$ cat src/rtl/qpmm_sched_if.sv
// Job request and RAM-port bundle between a QPMM job controller and qpmm_sched.
// The master side issues jobs; the slave side (the scheduler) drives RAM addresses and status.
interface qpmm_sched_if #(
  parameter int AW    = 9,
  parameter int CNT_W = 10
);
  logic             start;
  logic [AW-1:0]    a_base;
  logic [AW-1:0]    b_base;
  logic [AW-1:0]    z_base;
  logic [CNT_W-1:0] len;
  logic             hold;
  logic [AW-1:0]    ra_addr;
  logic [AW-1:0]    rb_addr;
  logic [AW-1:0]    wz_addr;
  logic             wz_en;
  logic             busy;
  logic             done;

  modport master (
    output start, a_base, b_base, z_base, len, hold,
    input  ra_addr, rb_addr, wz_addr, wz_en, busy, done
  );

  modport slave (
    input  start, a_base, b_base, z_base, len, hold,
    output ra_addr, rb_addr, wz_addr, wz_en, busy, done
  );
endinterface

$ cat src/rtl/qpmm_sched.sv
// Issues operand RAM reads for a QPMM job and writes results back in issue order after RD_LAT+MUL_LAT.
// Optional QPMM_SCHED_PERF_EN adds perf_cycles, a saturating start-to-done cycle counter.
module qpmm_sched #(
  parameter int AW      = 9,
  parameter int CNT_W   = 10,
  parameter int RD_LAT  = 3,
  parameter int MUL_LAT = 36
) (
  input  logic         clk,
  input  logic         rstn,
  qpmm_sched_if.slave  bus
`ifdef QPMM_SCHED_PERF_EN
  ,
  output logic [31:0]  perf_cycles
`endif
);
  localparam int D = RD_LAT + MUL_LAT;

  typedef enum logic [1:0] {IDLE, ISSUE, DRAIN, DONE} state_t;

  state_t           state_q, state_d;
  logic [AW-1:0]    a_base_q, a_base_d, b_base_q, b_base_d, z_base_q, z_base_d;
  logic [CNT_W-1:0] len_q, len_d, i_q, i_d, r_q, r_d;
  logic [D-1:0]     vsr_q, vsr_d;
  logic [AW-1:0]    ra_addr_q, ra_addr_d, rb_addr_q, rb_addr_d, wz_addr_q, wz_addr_d;
  logic             wz_en_q, wz_en_d, busy_q, busy_d, done_q, done_d;
  logic             retire;

  always_comb begin
    state_d   = state_q;
    a_base_d  = a_base_q;
    b_base_d  = b_base_q;
    z_base_d  = z_base_q;
    len_d     = len_q;
    i_d       = i_q;
    r_d       = r_q;
    ra_addr_d = ra_addr_q;
    rb_addr_d = rb_addr_q;
    wz_addr_d = wz_addr_q;
    vsr_d     = vsr_q << 1;
    retire    = vsr_q[D-1];
    wz_en_d   = retire;

    // Retire runs independently of the FSM so it can coincide with an issue.
    if (retire) begin
      wz_addr_d = z_base_q + AW'(r_q);
      r_d       = r_q + CNT_W'(1);
    end

    case (state_q)
      IDLE: begin
        if (bus.start) begin
          a_base_d = bus.a_base;
          b_base_d = bus.b_base;
          z_base_d = bus.z_base;
          len_d    = bus.len;
          i_d      = '0;
          r_d      = '0;
          state_d  = (bus.len == '0) ? DONE : ISSUE;
        end
      end
      ISSUE: begin
        if (!bus.hold) begin
          ra_addr_d = a_base_q + AW'(i_q);
          rb_addr_d = b_base_q + AW'(i_q);
          vsr_d[0]  = 1'b1;
          i_d       = i_q + CNT_W'(1);
          if ((i_q + CNT_W'(1)) == len_q) state_d = DRAIN;
        end
      end
      DRAIN: begin
        if (r_q == len_q) state_d = DONE;
      end
      default: state_d = IDLE;
    endcase

    busy_d = (state_d != IDLE);
    done_d = (state_d == DONE);
  end

  always_ff @(posedge clk or negedge rstn) begin
    if (!rstn) begin
      state_q   <= IDLE;
      a_base_q  <= '0;
      b_base_q  <= '0;
      z_base_q  <= '0;
      len_q     <= '0;
      i_q       <= '0;
      r_q       <= '0;
      vsr_q     <= '0;
      ra_addr_q <= '0;
      rb_addr_q <= '0;
      wz_addr_q <= '0;
      wz_en_q   <= 1'b0;
      busy_q    <= 1'b0;
      done_q    <= 1'b0;
    end else begin
      state_q   <= state_d;
      a_base_q  <= a_base_d;
      b_base_q  <= b_base_d;
      z_base_q  <= z_base_d;
      len_q     <= len_d;
      i_q       <= i_d;
      r_q       <= r_d;
      vsr_q     <= vsr_d;
      ra_addr_q <= ra_addr_d;
      rb_addr_q <= rb_addr_d;
      wz_addr_q <= wz_addr_d;
      wz_en_q   <= wz_en_d;
      busy_q    <= busy_d;
      done_q    <= done_d;
    end
  end

  assign bus.ra_addr = ra_addr_q;
  assign bus.rb_addr = rb_addr_q;
  assign bus.wz_addr = wz_addr_q;
  assign bus.wz_en   = wz_en_q;
  assign bus.busy    = busy_q;
  assign bus.done    = done_q;

`ifdef QPMM_SCHED_PERF_EN
  logic [31:0] perf_q, perf_d;

  // Loaded with 1 on accept so the first busy cycle counts; frozen from DONE on.
  always_comb begin
    perf_d = perf_q;
    if (state_q == IDLE && bus.start) begin
      perf_d = 32'd1;
    end else if (state_q != IDLE && state_q != DONE && perf_q != '1) begin
      perf_d = perf_q + 32'd1;
    end
  end

  always_ff @(posedge clk or negedge rstn) begin
    if (!rstn) perf_q <= '0;
    else       perf_q <= perf_d;
  end

  assign perf_cycles = perf_q;
`endif
endmodule

$ cat src/flat_wrapper.sv
// flat-port wrapper written by rule: the top's interface ports become plain ports
module qpmm_sched_flat 
#(
  parameter int AW      = 9,
  parameter int CNT_W   = 10,
  parameter int RD_LAT  = 3,
  parameter int MUL_LAT = 36
)
  (clk, rstn, bus_start, bus_a_base, bus_b_base, bus_z_base, bus_len, bus_hold, bus_ra_addr, bus_rb_addr, bus_wz_addr, bus_wz_en, bus_busy, bus_done);
  qpmm_sched_if #(.AW(AW), .CNT_W(CNT_W)) bus_i ();
  input  logic clk;
  input  logic rstn;
  input wire logic [$bits(bus_i.start)-1:0] bus_start;
  input wire logic [$bits(bus_i.a_base)-1:0] bus_a_base;
  input wire logic [$bits(bus_i.b_base)-1:0] bus_b_base;
  input wire logic [$bits(bus_i.z_base)-1:0] bus_z_base;
  input wire logic [$bits(bus_i.len)-1:0] bus_len;
  input wire logic [$bits(bus_i.hold)-1:0] bus_hold;
  output wire logic [$bits(bus_i.ra_addr)-1:0] bus_ra_addr;
  output wire logic [$bits(bus_i.rb_addr)-1:0] bus_rb_addr;
  output wire logic [$bits(bus_i.wz_addr)-1:0] bus_wz_addr;
  output wire logic [$bits(bus_i.wz_en)-1:0] bus_wz_en;
  output wire logic [$bits(bus_i.busy)-1:0] bus_busy;
  output wire logic [$bits(bus_i.done)-1:0] bus_done;
  assign bus_i.start = bus_start;
  assign bus_i.a_base = bus_a_base;
  assign bus_i.b_base = bus_b_base;
  assign bus_i.z_base = bus_z_base;
  assign bus_i.len = bus_len;
  assign bus_i.hold = bus_hold;
  assign bus_ra_addr = bus_i.ra_addr;
  assign bus_rb_addr = bus_i.rb_addr;
  assign bus_wz_addr = bus_i.wz_addr;
  assign bus_wz_en = bus_i.wz_en;
  assign bus_busy = bus_i.busy;
  assign bus_done = bus_i.done;
  qpmm_sched #(.AW(AW), .CNT_W(CNT_W), .RD_LAT(RD_LAT), .MUL_LAT(MUL_LAT)) u_core (.clk(clk), .rstn(rstn), .bus(bus_i));
endmodule
$ cat config.mk
export PLATFORM = sky130hd
export DESIGN_NAME = qpmm_sched_flat
export DESIGN_NICKNAME = d
export VERILOG_FILES = /design/src/rtl/qpmm_sched_if.sv /design/src/rtl/qpmm_sched.sv /design/src/flat_wrapper.sv
export SDC_FILE = /design/constraint.sdc
export NUM_CORES = 1
export LEC_CHECK = 0
export CORE_UTILIZATION = 35
export CTS_CLUSTER_DIAMETER = 200
export DETAILED_ROUTE_END_ITERATION = 7
export PLACE_DENSITY_LB_ADDON = 0.1
export SLEW_MARGIN = 30
export SYNTH_ARGS = -nofsm -noshare
export SYNTH_HDL_FRONTEND = slang
export SYNTH_SLANG_ARGS = --single-unit
$ cat constraint.sdc
create_clock -name clk -period 1.85 [get_ports clk]
set_input_delay 0.37 -clock clk [delete_from_list [all_inputs] [get_ports clk]]
set_output_delay 0.37 -clock clk [all_outputs]
set_load 0.005 [all_outputs]
# ---- Word-level counts from Yosys, hierarchy flattened
# Index checks and enable logic that the tools add are counted.
# Widths: inputs -> output; s select.
dict set report word_totals {
  reg_bits 128
  latch_bits 0
  ramBits 0
  romBits 0
  out_inout_bits 30
  wordCells 48
  mem_count 0
}
dict set report op_classes {
  add_sub_neg 5
  n_mul 0
  div 0
  order_cmp 0
  n_eq_ne 7
  n_shift 0
  n_mux 14
  n_bitwise 1
  n_reduce_logical 7
}
# cell n
set ops {}
lappend ops {{$mux 10} 5}
lappend ops {{$add 9x9->9} 3}
lappend ops {{$add 10x1->10 const B} 2}
lappend ops {{$eq 10x10->1} 2}
lappend ops {{$pmux 10 s2} 1}
lappend ops {{$logic_not 10->1} 1}
lappend ops {{$mux 2} 5}
lappend ops {{$pmux 2 s3} 1}
lappend ops {{$eq 2x2->1 const B} 2}
lappend ops {{$ne 2x2->1 const B} 2}
lappend ops {{$reduce_and 2->1} 2}
lappend ops {{$reduce_bool 2->1} 2}
lappend ops {{$reduce_and 3->1} 1}
lappend ops {{$eq 2x1->1 const B} 1}
lappend ops {{$logic_not 2->1} 1}
lappend ops {{$mux 1} 2}
lappend ops {{$not 1->1} 1}

# ---- Logic depth before layout (Yosys ltp)
# Gate-level depths: netlist of the first run.
dict set report logic_depth {
  ltp_word 6
  ltp_mapped 9
  ltp_nobuf 9
}

# ---- Worst setup path after synthesis of the first run
# OpenSTA, ideal clock, no wires.
dict set report synth_path {
  kind {reg-to-reg}
  startpoint {register u_core.r_q[0]}
  endpoint {register u_core.wz_addr_q[6], in the netlist u_core.bus.wz_addr[6]}
  arrival_time_ns 1.803
  required_time_ns 1.725
  slack_ns -0.078
  path_stages_with_launch 10
  n_path_buf 0
  synth_period_minus_slack_ns 1.928
  cell_sequence {dfrtp_1 -> ha_1 -> inv_1 -> fa_1 -> nor2b_1 -> o21ai_0 -> a21oi_1 -> nor2_1 -> xnor2_1 -> mux2_2}
}
dict set report synth_between {
  elab_chain_len 1
}
# element line
set synth_lines {}
lappend synth_lines {{start, declared} qpmm_sched.sv:23} ;# logic [CNT_W-1:0] len_q, len_d, i_q, i_d, r_q, r_d;
lappend synth_lines {{start signal, assigned} qpmm_sched.sv:104} ;# r_q <= r_d;
lappend synth_lines {{$add 9x9->9} qpmm_sched.sv:46} ;# wz_addr_d = z_base_q + AW'(r_q);
lappend synth_lines {{end signal, assigned} qpmm_sched.sv:108} ;# wz_addr_q <= wz_addr_d;
lappend synth_lines {{end, declared} qpmm_sched.sv:25} ;# logic [AW-1:0] ra_addr_q, ra_addr_d, rb_addr_q, rb_addr_d, wz_addr_q, wz_addr_d;
# Every way passes these cells.
# A chain may end at the register's enable or synchronous reset.

# ---- Final worst setup path of the first run
dict set report layout_path {
  startpoint {register u_core.i_q[0]}
  endpoint {register u_core.state_q[0]}
}
dict set report layout_between {
  elab_chain_len 5
}
# element line
set layout_lines {}
lappend layout_lines {{start, declared} qpmm_sched.sv:23}
lappend layout_lines {{start signal, assigned} qpmm_sched.sv:103} ;# i_q <= i_d;
lappend layout_lines {{$add 10x1->10} qpmm_sched.sv:68} ;# if ((i_q + CNT_W'(1)) == len_q) state_d = DRAIN;
lappend layout_lines {{$eq 10x10->1} qpmm_sched.sv:68}
lappend layout_lines {{$mux 2} qpmm_sched.sv:68}
lappend layout_lines {{$mux 2} qpmm_sched.sv:63} ;# if (!bus.hold) begin
lappend layout_lines {{$pmux 2 s3} qpmm_sched.sv:50} ;# case (state_q)
lappend layout_lines {{net u_core.state_d[0]} qpmm_sched.sv:21} ;# state_t state_q, state_d;
lappend layout_lines {{end signal, assigned} qpmm_sched.sv:98} ;# state_q <= state_d;
lappend layout_lines {{end, declared} qpmm_sched.sv:21}
# The timed path passes the listed nets, and every way through them passes these cells.

==> flow_summary.json, run 1 <==
{
  "layout_min_cycle_time_ps": 1940,
  "cts-buffers-inserted": 17,
  "drt-initial-drc-count": 126,
  "die_w_um": 132,
  "syn_to_final_growth_pct": 36.9,
  "rsz0062_at_grt": "yes",
  "worstReg2RegStart": "u_core.i_q[0]$_DFFE_PN0P_",
  "holdWs_ps": -9.27,
  "clock_path_buffers": 2,
  "vias_per_cell": 4.76,
  "globalplace.congestion": 0.803,
  "cp-end-kind": "flop",
  "switching_share_pct": 33.1,
  "first_global_vias": 4326,
  "initial_utilization_pct": 35.7,
  "grt_max_degree": 92,
  "yosysWarnings": 0,
  "nFillCells": 1467,
  "synth_edf_count": 0,
  "first_pass_iters": 4,
  "p_seq_share_pct": 35.5,
  "finalHoldViolations": 5,
  "io_buffer_count": 70,
  "worstSetupPathType": "flop to flop",
  "min_path_type": "input pin to async pin",
  "synth-async-reset-ratio_pct": 100,
  "io_pins": 71,
  "cts_tree": "built",
  "clock.fmax_ghz": 0.515,
  "placed_cell_area_um2": 7280,
  "drv_slew": 0,
  "layout_commonest_cell": "dfrtp_1",
  "final_cell_area_um2": 8080,
  "regToRegEndpoint": "u_core.state_q[0]$_DFF_PN0_",
  "violations": "hold timing, setup timing",
  "ys_types": 52,
  "wl_mm": 13.3,
  "relSlewSlack_pct": 56.0,
  "dieHeight_um": 132,
  "avgSynthCellArea_um2": 11.6,
  "worstPathArrival_ps": 2230,
  "cap_viol_max_count": 0,
  "synth-main-ff-cell": "dfrtp_1",
  "critPathBufInv": 2,
  "place_hpwl_mm": 9.34,
  "tightest_slew_ps": 657,
  "postLayoutSetupSlackWorst_ps": -91.4,
  "dp_slack_ps": -218,
  "synthCells": 510,
  "ff_latch_area_um2": 3210,
  "diodes": 0,
  "path_max_fanout": 5,
  "outcome": "finished, violations left",
  "ff2ff_setup_slack_ps": -90,
  "slowest_delay_ps": 450,
  "seq_area_frac_synth_pct": 54.3,
  "power_switching_mw": 4.39,
  "cts_root_buf": "clkbuf_16",
  "rows": 47,
  "crit_family": "simple AND/OR/NAND/NOR gates",
  "comb_power_share_pct": 41.9,
  "multiInputGateArea_um2": 2720,
  "groute.usage.overall_pct": 16.9,
  "antenna_found_initial": 0,
  "dr_total_vias": 4178,
  "clk_pin_slew_ps": 60,
  "fin_util_pct": 48.9,
  "wire_per_inst_um": 15.1,
  "route.detailed.drc": 0,
  "skew_ps": 8.26,
  "leakagePower_nw": 3.55,
  "die_area_um2": 17400,
  "crit_start": "u_core.i_q[0]$_DFFE_PN0P_",
  "p_per_area_nw_per_um2": 1640,
  "grt_pass1_wl_mm": 22.5,
  "ant_nets": 0,
  "path_depth": 8,
  "nets": 716,
  "ir_worst_vdd_mv": 0.764,
  "p_int_mw": 8.86,
  "cp.required_ps": 2140,
  "critPathLaunchType": "flop",
  "crit_slowest_cell": "dfrtp_2",
  "postSynthNetCount": 580,
  "htreeDepth": 4,
  "final_cell_mix": "126 x dfrtp_1, 69 x clkdlybuf4s50_1, 55 x buf_4",
  "reg2reg_depth": 8,
  "fin_crit_sh_pct": 105,
  "grt_overflow": 0,
  "clkPwrFrac_pct": 22.6,
  "ys_ff_latch": 128,
  "setup_viol": 8,
  "synth_area_um2": 5900,
  "cts_hold_buf": 0,
  "clk_latency_ps": 420,
  "worstPathCellList": "buf_4 > buf_4 > and3_4 > and3_4 > xnor2_2 > nor4_4 > a31oi_1 > a2bb2oi_1",
  "core_um2": 16500,
  "layout-drive-gt1-share_pct": 26.9,
  "clock-sinks": 128
}
-- registers in the layout, summed over array words and instances (netlist names) --
register / cells
u_core.state_q: 2
u_core.len_q: 10
u_core.bus.rb_addr: 9
u_core.r_q: 10
u_core.bus.busy: 1
u_core.b_base_q: 9
u_core.bus.done: 1
u_core.bus.wz_en: 1
u_core.vsr_q: 39
u_core.bus.ra_addr: 9
u_core.a_base_q: 9
u_core.bus.wz_addr: 9
u_core.z_base_q: 9
u_core.i_q: 10
-- how the worst max path moves through the flow --
stage / end
5_1_grt: u_core.bus.ra_addr[8]$_DFFE_PN0P_
3_3_place_gp: u_core.i_q[3]$_DFFE_PN0P_
6_report: u_core.state_q[0]$_DFF_PN0_
2_1_floorplan: u_core.bus.wz_addr[6]$_DFFE_PN0P_
3_5_place_dp: u_core.i_q[3]$_DFFE_PN0P_
4_1_cts: u_core.bus.ra_addr[8]$_DFFE_PN0P_
-- power groups by stage --
| stage | registers [mW] | logic (mW) | clock network [mW] |
|---|---|---|---|
| floorplan | 4.54 | 2.99 | 0 |
| global placement | 4.72 | 4.97 | 0 |
| detailed placement | 4.73 | 5.05 | 0 |
| CTS | 4.72 | 5.31 | 3.09 |
| global route | 4.87 | 6.16 | 3.23 |
| finish | 4.71 | 5.55 | 2.99 |
-- layout make-up --
| cell class | count | share of cell area (%) |
|---|---|---|
| inverters | 19 | 0.883 |
| clock buffers | 19 | 5.48 |
| repair buffers | 134 | 15.8 |
| well taps | 220 | 3.41 |
| multi-input cells | 346 | 33.6 |
| clock inverters | 12 | 1.10 |
| flip-flops and latches | 128 | 39.7 |
-- through the flow --
stage / total power [mW] / TNS, ps / instances
CTS: 13.1 / -526 / 874
detailed placement: 9.78 / -3290 / 836
global route: 14.3 / -1510 / 878
finish: 13.3 / -351 / 878
floorplan: 7.53 / -28.7 / 510
global placement: 9.69 / -2750 / 836
-- cells in the mapped netlist (all sizes together) (7+ instances only) --
library cell  number  area share (%)
mux2              39             7.4
a21oi             15             1.3
o21ai             40             3.4
xnor2             32             4.8
nand3              9            0.76
dfrtp            128              54
ha                26             5.5
and3               7            0.91
nand2             40             2.5
nand2b             7            0.74
nor3               8            0.68
nor2b              8            0.85
inv               19             1.2
nand4              7            0.74
nor2              30             1.9
xor2              18             2.7
buf               14             1.4
-- kinds of logic after synthesis --
logic type	after synthesis	share of synthesized area, %
AND/OR/NAND/NOR	138	11.9
flip-flops	128	54.3
adder cells (fa/ha/maj)	29	6.53
AO/OA/AOI/OAI	86	8.93
multiplexers	43	8.12
buffers and inverters	36	2.76
XOR/XNOR	50	7.42
-- metal layers --
metal | vias up | track usage (%) | wire, um
met5 | - | 0 | 0
met3 | 17 | 4.69 | 382
met4 | 0 | 6.27 | 169
met2 | 67 | 27.2 | 6440
li1 | 2047 | - | -
met1 | 2047 | 21.7 | 6300
-- worst reg2reg max path: cells and delay by family (launching register included) --
| family | cells | cell delay [ps] |
|---|---|---|
| AND/OR/NAND/NOR | 3 | 640 |
| flip-flops | 1 | 450 |
| buffers and inverters | 2 | 300 |
| AO/OA/AOI/OAI | 2 | 290 |
| XOR/XNOR | 1 | 150 |
-- what timing repair did --
item,in CTS,in global routing
setup buffers,7,4
pin swaps,21,22
setup endpoints to repair,14,16
gates resized for setup,21,22
Power figures use the tool's default switching activity.
==> run 2, diff against run 1 <==
--- a/config.mk
+++ b/config.mk
@@ -5,10 +5,11 @@
 export SDC_FILE = /design/constraint.sdc
 export NUM_CORES = 1
 export LEC_CHECK = 0
-export CORE_UTILIZATION = 35
+export CORE_ASPECT_RATIO = 1.2
+export CORE_UTILIZATION = 50
 export CTS_CLUSTER_DIAMETER = 200
 export DETAILED_ROUTE_END_ITERATION = 7
-export PLACE_DENSITY_LB_ADDON = 0.1
+export PLACE_DENSITY = 0.78
 export SLEW_MARGIN = 30
 export SYNTH_ARGS = -nofsm -noshare
 export SYNTH_HDL_FRONTEND = slang
==> flow_summary.json, run 2 (synthesized netlist as in run 1, its figures left out) <==
{
  "outcome": "finished, violations left",
  "violations": "setup timing",
  "first_global_vias": 4595,
  "layout_commonest_cell": "dfrtp_1",
  "globalplace.congestion": 0.854,
  "cap_viol_max_count": 0,
  "drt-initial-drc-count": 151,
  "path_max_fanout": 3,
  "postLayoutSetupSlackWorst_ps": -41.4,
  "setup_tns_ps": -119,
  "vias_per_cell": 5.42,
  "cts_root_buf": "clkbuf_16",
  "route.detailed.drc": 0,
  "ir_worst_vdd_mv": 0.978,
  "cts_tree": "built",
  "worstPathArrival_ps": 2190,
  "regToRegEndpoint": "u_core.bus.rb_addr[8]$_DFFE_PN0P_",
  "die_w_um": 101,
  "p_per_area_nw_per_um2": 1730,
  "finalPower_mw": 13.5,
  "grt-busiest-layer": "met2",
  "p_seq_share_pct": 34.8,
  "use_met3_pct": 5.82,
  "crit_start": "u_core.i_q[2]$_DFFE_PN0P_",
  "use_met2_pct": 42.3,
  "clkPwrFrac_pct": 26.7,
  "cp-end-kind": "flop",
  "io_pins": 71,
  "clock.fmax_ghz": 0.529,
  "worstReg2RegStart": "u_core.i_q[2]$_DFFE_PN0P_",
  "instances_no_fill": 794,
  "grt_overflow": 0,
  "clock_path_buffers": 2,
  "critPathLaunchType": "flop",
  "nets": 694,
  "relSlewSlack_pct": 64.3,
  "holdWs_ps": 349,
  "core_um2": 11500,
  "worstPathCellList": "ha_1 > nor2b_2 > o21ai_2 > a21oi_2 > o41ai_2 > xnor2_1 > o21ai_0",
  "clk_pin_slew_ps": 60,
  "initial_utilization_pct": 51.2,
  "skew_ps": 6.17,
  "worstSetupPathType": "flop to flop",
  "min_path_type": "flop to flop",
  "placed_cell_area_um2": 7030,
  "dp_slack_ps": -109,
  "rows": 43,
  "first_pass_iters": 6,
  "fin_util_pct": 67.9,
  "layout_min_cycle_time_ps": 1890,
  "cts-buffers-inserted": 17,
  "dr_total_vias": 4302,
  "dieHeight_um": 121,
  "cp.required_ps": 2150,
  "grt_max_degree": 42,
  "wire_per_inst_um": 16.7,
  "met1_usage_pct": 26.8,
  "grt_pass1_wl_mm": 22.1,
  "ff2ff_setup_slack_ps": -40,
  "leakagePower_nw": 3.45,
  "final_cell_mix": "124 x dfrtp_1, 69 x clkdlybuf4s50_1, 40 x nand2_1",
  "fin_crit_sh_pct": 102,
  "tightest_slew_ps": 536,
  "clock-sinks": 128,
  "wl_mm": 13.3,
  "io_buffer_count": 70,
  "place_hpwl_mm": 9.23,
  "final_cell_area_um2": 7810,
  "comb_power_share_pct": 38.5,
  "slowest_delay_ps": 420,
  "largest_register_ffs": 39,
  "setup_viol": 3,
  "switching_share_pct": 32.7,
  "antenna_found_initial": 0,
  "die_area_um2": 12200,
  "power_switching_mw": 4.41,
  "drv_slew": 0,
  "diodes": 0,
  "critPathCapture": "u_core.bus.rb_addr[8]$_DFFE_PN0P_",
  "largest_register": "u_core.vsr_q",
  "ant_nets": 0,
  "crit_slowest_cell": "dfrtp_1",
  "p_int_mw": 9.09,
  "groute.usage.overall_pct": 24.2,
  "layout-drive-gt1-share_pct": 24.2,
  "finalHoldViolations": 0,
  "syn_to_final_growth_pct": 32.4,
  "placed_cells": 757,
  "clk_latency_ps": 420,
  "reg2reg_depth": 7,
  "htreeDepth": 4,
  "rsz0062_at_grt": "yes"
}
[run 2: final cells by class]
type,instances,area [um^2]
well taps,157,196
inverters,19,71.3
flip-flops and latches,128,3210
repair buffers,112,1060
fillers,854,3700
clock inverters,14,201
clock buffers,18,439
multi-input cells,346,2640
[run 2: worst min path at each step]
stage | from | endpoint | depth (start not counted)
floorplan | rstn | u_core.a_base_q[0]$_DFFE_PN0P_ | 0
global placement | u_core.vsr_q[0]$_DFF_PN0_ | u_core.vsr_q[1]$_DFF_PN0_ | 0
detailed placement | u_core.vsr_q[29]$_DFF_PN0_ | u_core.vsr_q[30]$_DFF_PN0_ | 0
CTS | u_core.vsr_q[29]$_DFF_PN0_ | u_core.vsr_q[30]$_DFF_PN0_ | 0
global route | u_core.vsr_q[36]$_DFF_PN0_ | u_core.vsr_q[37]$_DFF_PN0_ | 0
finish | u_core.vsr_q[0]$_DFF_PN0_ | u_core.vsr_q[1]$_DFF_PN0_ | 0
[run 2: metal layers]
metal | routed length (um) | part of all wire (%)
met2 | 6880 | 52
met5 | 0 | 0
met4 | 484 | 3.7
met3 | 588 | 4.4
met1 | 5300 | 40
[run 2: power groups by stage]
stage | sequential [mW] | combinational, mW | clock (mW)
after floorplan | 4.54 | 2.99 | 0
after global placement | 4.66 | 4.67 | 0
after detailed placement | 4.70 | 4.84 | 0
after CTS | 4.69 | 5.05 | 3.65
after global routing | 4.83 | 5.75 | 3.78
final | 4.70 | 5.21 | 3.60
[run 2: timing repair]
item / 4_1_cts / 5_1_grt
gates cloned: 0 / 0
hold buffers: 1 / 0
resized for setup: 18 / 16
pin swaps: 5 / 15
setup buffers: 1 / 3
endpoints found under the hold margin: 37 / 0
setup endpoints to repair: 15 / 16
[run 2: worst max-delay path, delay by kind of cell (launching register included)]
kind | cells | cell delay, ps
AO/OA/AOI/OAI | 4 | 620
XOR/XNOR | 1 | 170
adder cells (fa/ha/maj) | 1 | 380
flip-flops | 1 | 420
AND/OR/NAND/NOR | 1 | 180
==> run 3, diff against run 2 <==
--- a/config.mk
+++ b/config.mk
@@ -6,6 +6,7 @@
 export NUM_CORES = 1
 export LEC_CHECK = 0
 export CORE_ASPECT_RATIO = 1.2
+export CORE_MARGIN = 1.5
 export CORE_UTILIZATION = 50
 export CTS_CLUSTER_DIAMETER = 200
 export DETAILED_ROUTE_END_ITERATION = 7
==> flow_summary.json, run 3 (synthesized netlist as in run 1, its figures left out) <==
{
  "crit_slowest_cell": "dfrtp_1",
  "outcome": "finished, violations left",
  "critPathCapture": "u_core.bus.wz_addr[6]$_DFFE_PN0P_",
  "clock-sinks": 128,
  "holdWs_ps": 346,
  "postLayoutSetupSlackWorst_ps": -80.3,
  "reg2reg_depth": 9,
  "cts_root_buf": "clkbuf_16",
  "place_hpwl_mm": 9.44,
  "fin_crit_sh_pct": 104,
  "groute.usage.overall_pct": 24.6,
  "largest_register": "u_core.vsr_q",
  "route.detailed.drc": 0,
  "cp-end-kind": "flop",
  "cp.required_ps": 2150,
  "layout_commonest_cell": "dfrtp_1",
  "grt_overflow": 0,
  "die_area_um2": 12500,
  "first_pass_iters": 4,
  "wl_mm": 14.2,
  "tightest_slew_ps": 592,
  "crit_family": "adder cells",
  "initial_utilization_pct": 51.2,
  "cap_viol_max_count": 0,
  "nets": 709,
  "fin_util_pct": 69.1,
  "io_pins": 71,
  "worstPathArrival_ps": 2230,
  "rows": 43,
  "setup_tns_ps": -355,
  "clk_latency_ps": 420,
  "finalPower_mw": 13.6,
  "dieHeight_um": 122,
  "first_global_vias": 4765,
  "path_max_fanout": 2,
  "cts-buffers-inserted": 17,
  "finalHoldViolations": 0,
  "largest_register_ffs": 39,
  "clock_path_buffers": 2,
  "drt-initial-drc-count": 167,
  "min_path_type": "flop to flop",
  "leakagePower_nw": 3.53,
  "io_buffer_count": 70,
  "slowest_delay_ps": 370,
  "layout_min_cycle_time_ps": 1930,
  "diodes": 0,
  "violations": "setup timing",
  "worstSetupPathType": "flop to flop",
  "htreeDepth": 4,
  "critPathLaunchType": "flop",
  "worstPathCellList": "ha_2 > inv_2 > fa_2 > nor2b_2 > o21ai_2 > a21oi_2 > nor2_1 > xnor2_1 > mux2_4",
  "wire_per_inst_um": 17.6,
  "nFillCells": 821,
  "ir_worst_vdd_mv": 1.03,
  "layout-drive-gt1-share_pct": 27.0,
  "vias_per_cell": 5.44,
  "ant_nets": 0,
  "cts_tree": "built",
  "drv_slew": 0,
  "antenna_found_initial": 0,
  "syn_to_final_growth_pct": 34.8,
  "path_depth": 9,
  "dr_total_vias": 4394,
  "setup_viol": 6,
  "final_cell_mix": "124 x dfrtp_1, 69 x clkdlybuf4s50_1, 50 x buf_4",
  "critPathBufInv": 1,
  "skew_ps": 7.44,
  "crit_start": "u_core.r_q[0]$_DFF_PN0_",
  "clock.fmax_ghz": 0.518,
  "core_um2": 11500,
  "relSlewSlack_pct": 60.5,
  "regToRegEndpoint": "u_core.bus.wz_addr[6]$_DFFE_PN0P_",
  "globalplace.congestion": 0.855,
  "ff2ff_setup_slack_ps": -80,
  "grt_pass1_wl_mm": 22.9,
  "grt_max_degree": 44,
  "rsz0062_at_grt": "yes",
  "worstReg2RegStart": "u_core.r_q[0]$_DFF_PN0_",
  "die_w_um": 102,
  "p_per_area_nw_per_um2": 1710,
  "clk_pin_slew_ps": 50
}
-- run 3: changes by cell type in the layout (fill, tap and decap cells not counted), sizes merged --
cell | previous run | this run
buf | 42 | 57
bufinv | 4 | 1
clkbuf | 18 | 21
clkinv | 3 | 8
clkinvlp | 2 | 1
inv | 24 | 19
-- run 3: power by group --
part | leakage (nW) | total, mW | internal, mW | switching (mW)
logic | 1.68 | 5.71 | 3.20 | 2.51
clock network | 0.272 | 3.13 | 1.90 | 1.23
registers | 1.57 | 4.76 | 3.93 | 0.824
total | 3.53 | 13.6 | 9.03 | 4.57
-- run 3: how the worst min path moves through the flow --
stage | from | to | slack (ps) | cells after the start
after global routing | u_core.vsr_q[10]$_DFF_PN0_ | u_core.vsr_q[11]$_DFF_PN0_ | 350 | 0
after global placement | u_core.vsr_q[6]$_DFF_PN0_ | u_core.vsr_q[7]$_DFF_PN0_ | 330 | 0
final | u_core.vsr_q[33]$_DFF_PN0_ | u_core.vsr_q[34]$_DFF_PN0_ | 350 | 0
after CTS | u_core.vsr_q[12]$_DFF_PN0_ | u_core.vsr_q[13]$_DFF_PN0_ | 350 | 0
after floorplan | rstn | u_core.a_base_q[0]$_DFFE_PN0P_ | 70 | 0
after detailed placement | u_core.vsr_q[12]$_DFF_PN0_ | u_core.vsr_q[13]$_DFF_PN0_ | 330 | 0
-- run 3: metrics by stage --
stage               instances  setup slack [ps]  instance area (um^2)
finish                    808             -80.3                  7960
global route              808              -175                  7960
CTS                       802             -60.4                  7810
detailed placement        762              -147                  7080
global placement          762             -33.5                  7080
floorplan                 510             -22.6                  5910
-- run 3: layout make-up --
| cell class | count | area [um^2] | share of cell area (%) |
|---|---|---|---|
| sequential | 128 | 3210 | 40.3 |
| multi-input combinational | 346 | 2730 | 34.3 |
| timing repair buffer | 127 | 1200 | 15.1 |
| clock buffer | 21 | 460 | 5.79 |
| tap | 157 | 196 | 2.47 |
| clock inverter | 10 | 88.8 | 1.12 |
| inverter | 19 | 71.3 | 0.897 |
-- run 3: per-layer routing --
layer / global-route usage [%] / share of wire, % / wire, um / vias up
li1: - / - / - / 2028
met1: 27.1 / 39 / 5520 / 2210
met2: 43.2 / 53 / 7540 / 114
met3: 5.85 / 4.0 / 576 / 42
met4: 13.3 / 4.2 / 597 / 0
met5: 0 / 0 / 0 / -
-- run 3: worst register-to-register path, delay by kind of cell (launching register included) --
family,cells,cell delay (ps)
adder cells (fa/ha/maj),2,550
AO/OA/AOI/OAI,2,260
XOR/XNOR,1,140
flip-flops,1,370
AND/OR/NAND/NOR,2,210
buffers and inverters,1,40
multiplexers,1,260
-- run 3: repair_timing --
| item | in CTS | in global routing |
|---|---|---|
| hold buffers | 1 | 0 |
| setup endpoints to repair | 14 | 17 |
| setup buffers | 9 | 6 |
| endpoints found under the hold margin | 40 | 0 |
| cloned | 0 | 0 |
| resized for setup | 26 | 25 |
| pin swaps | 21 | 26 |
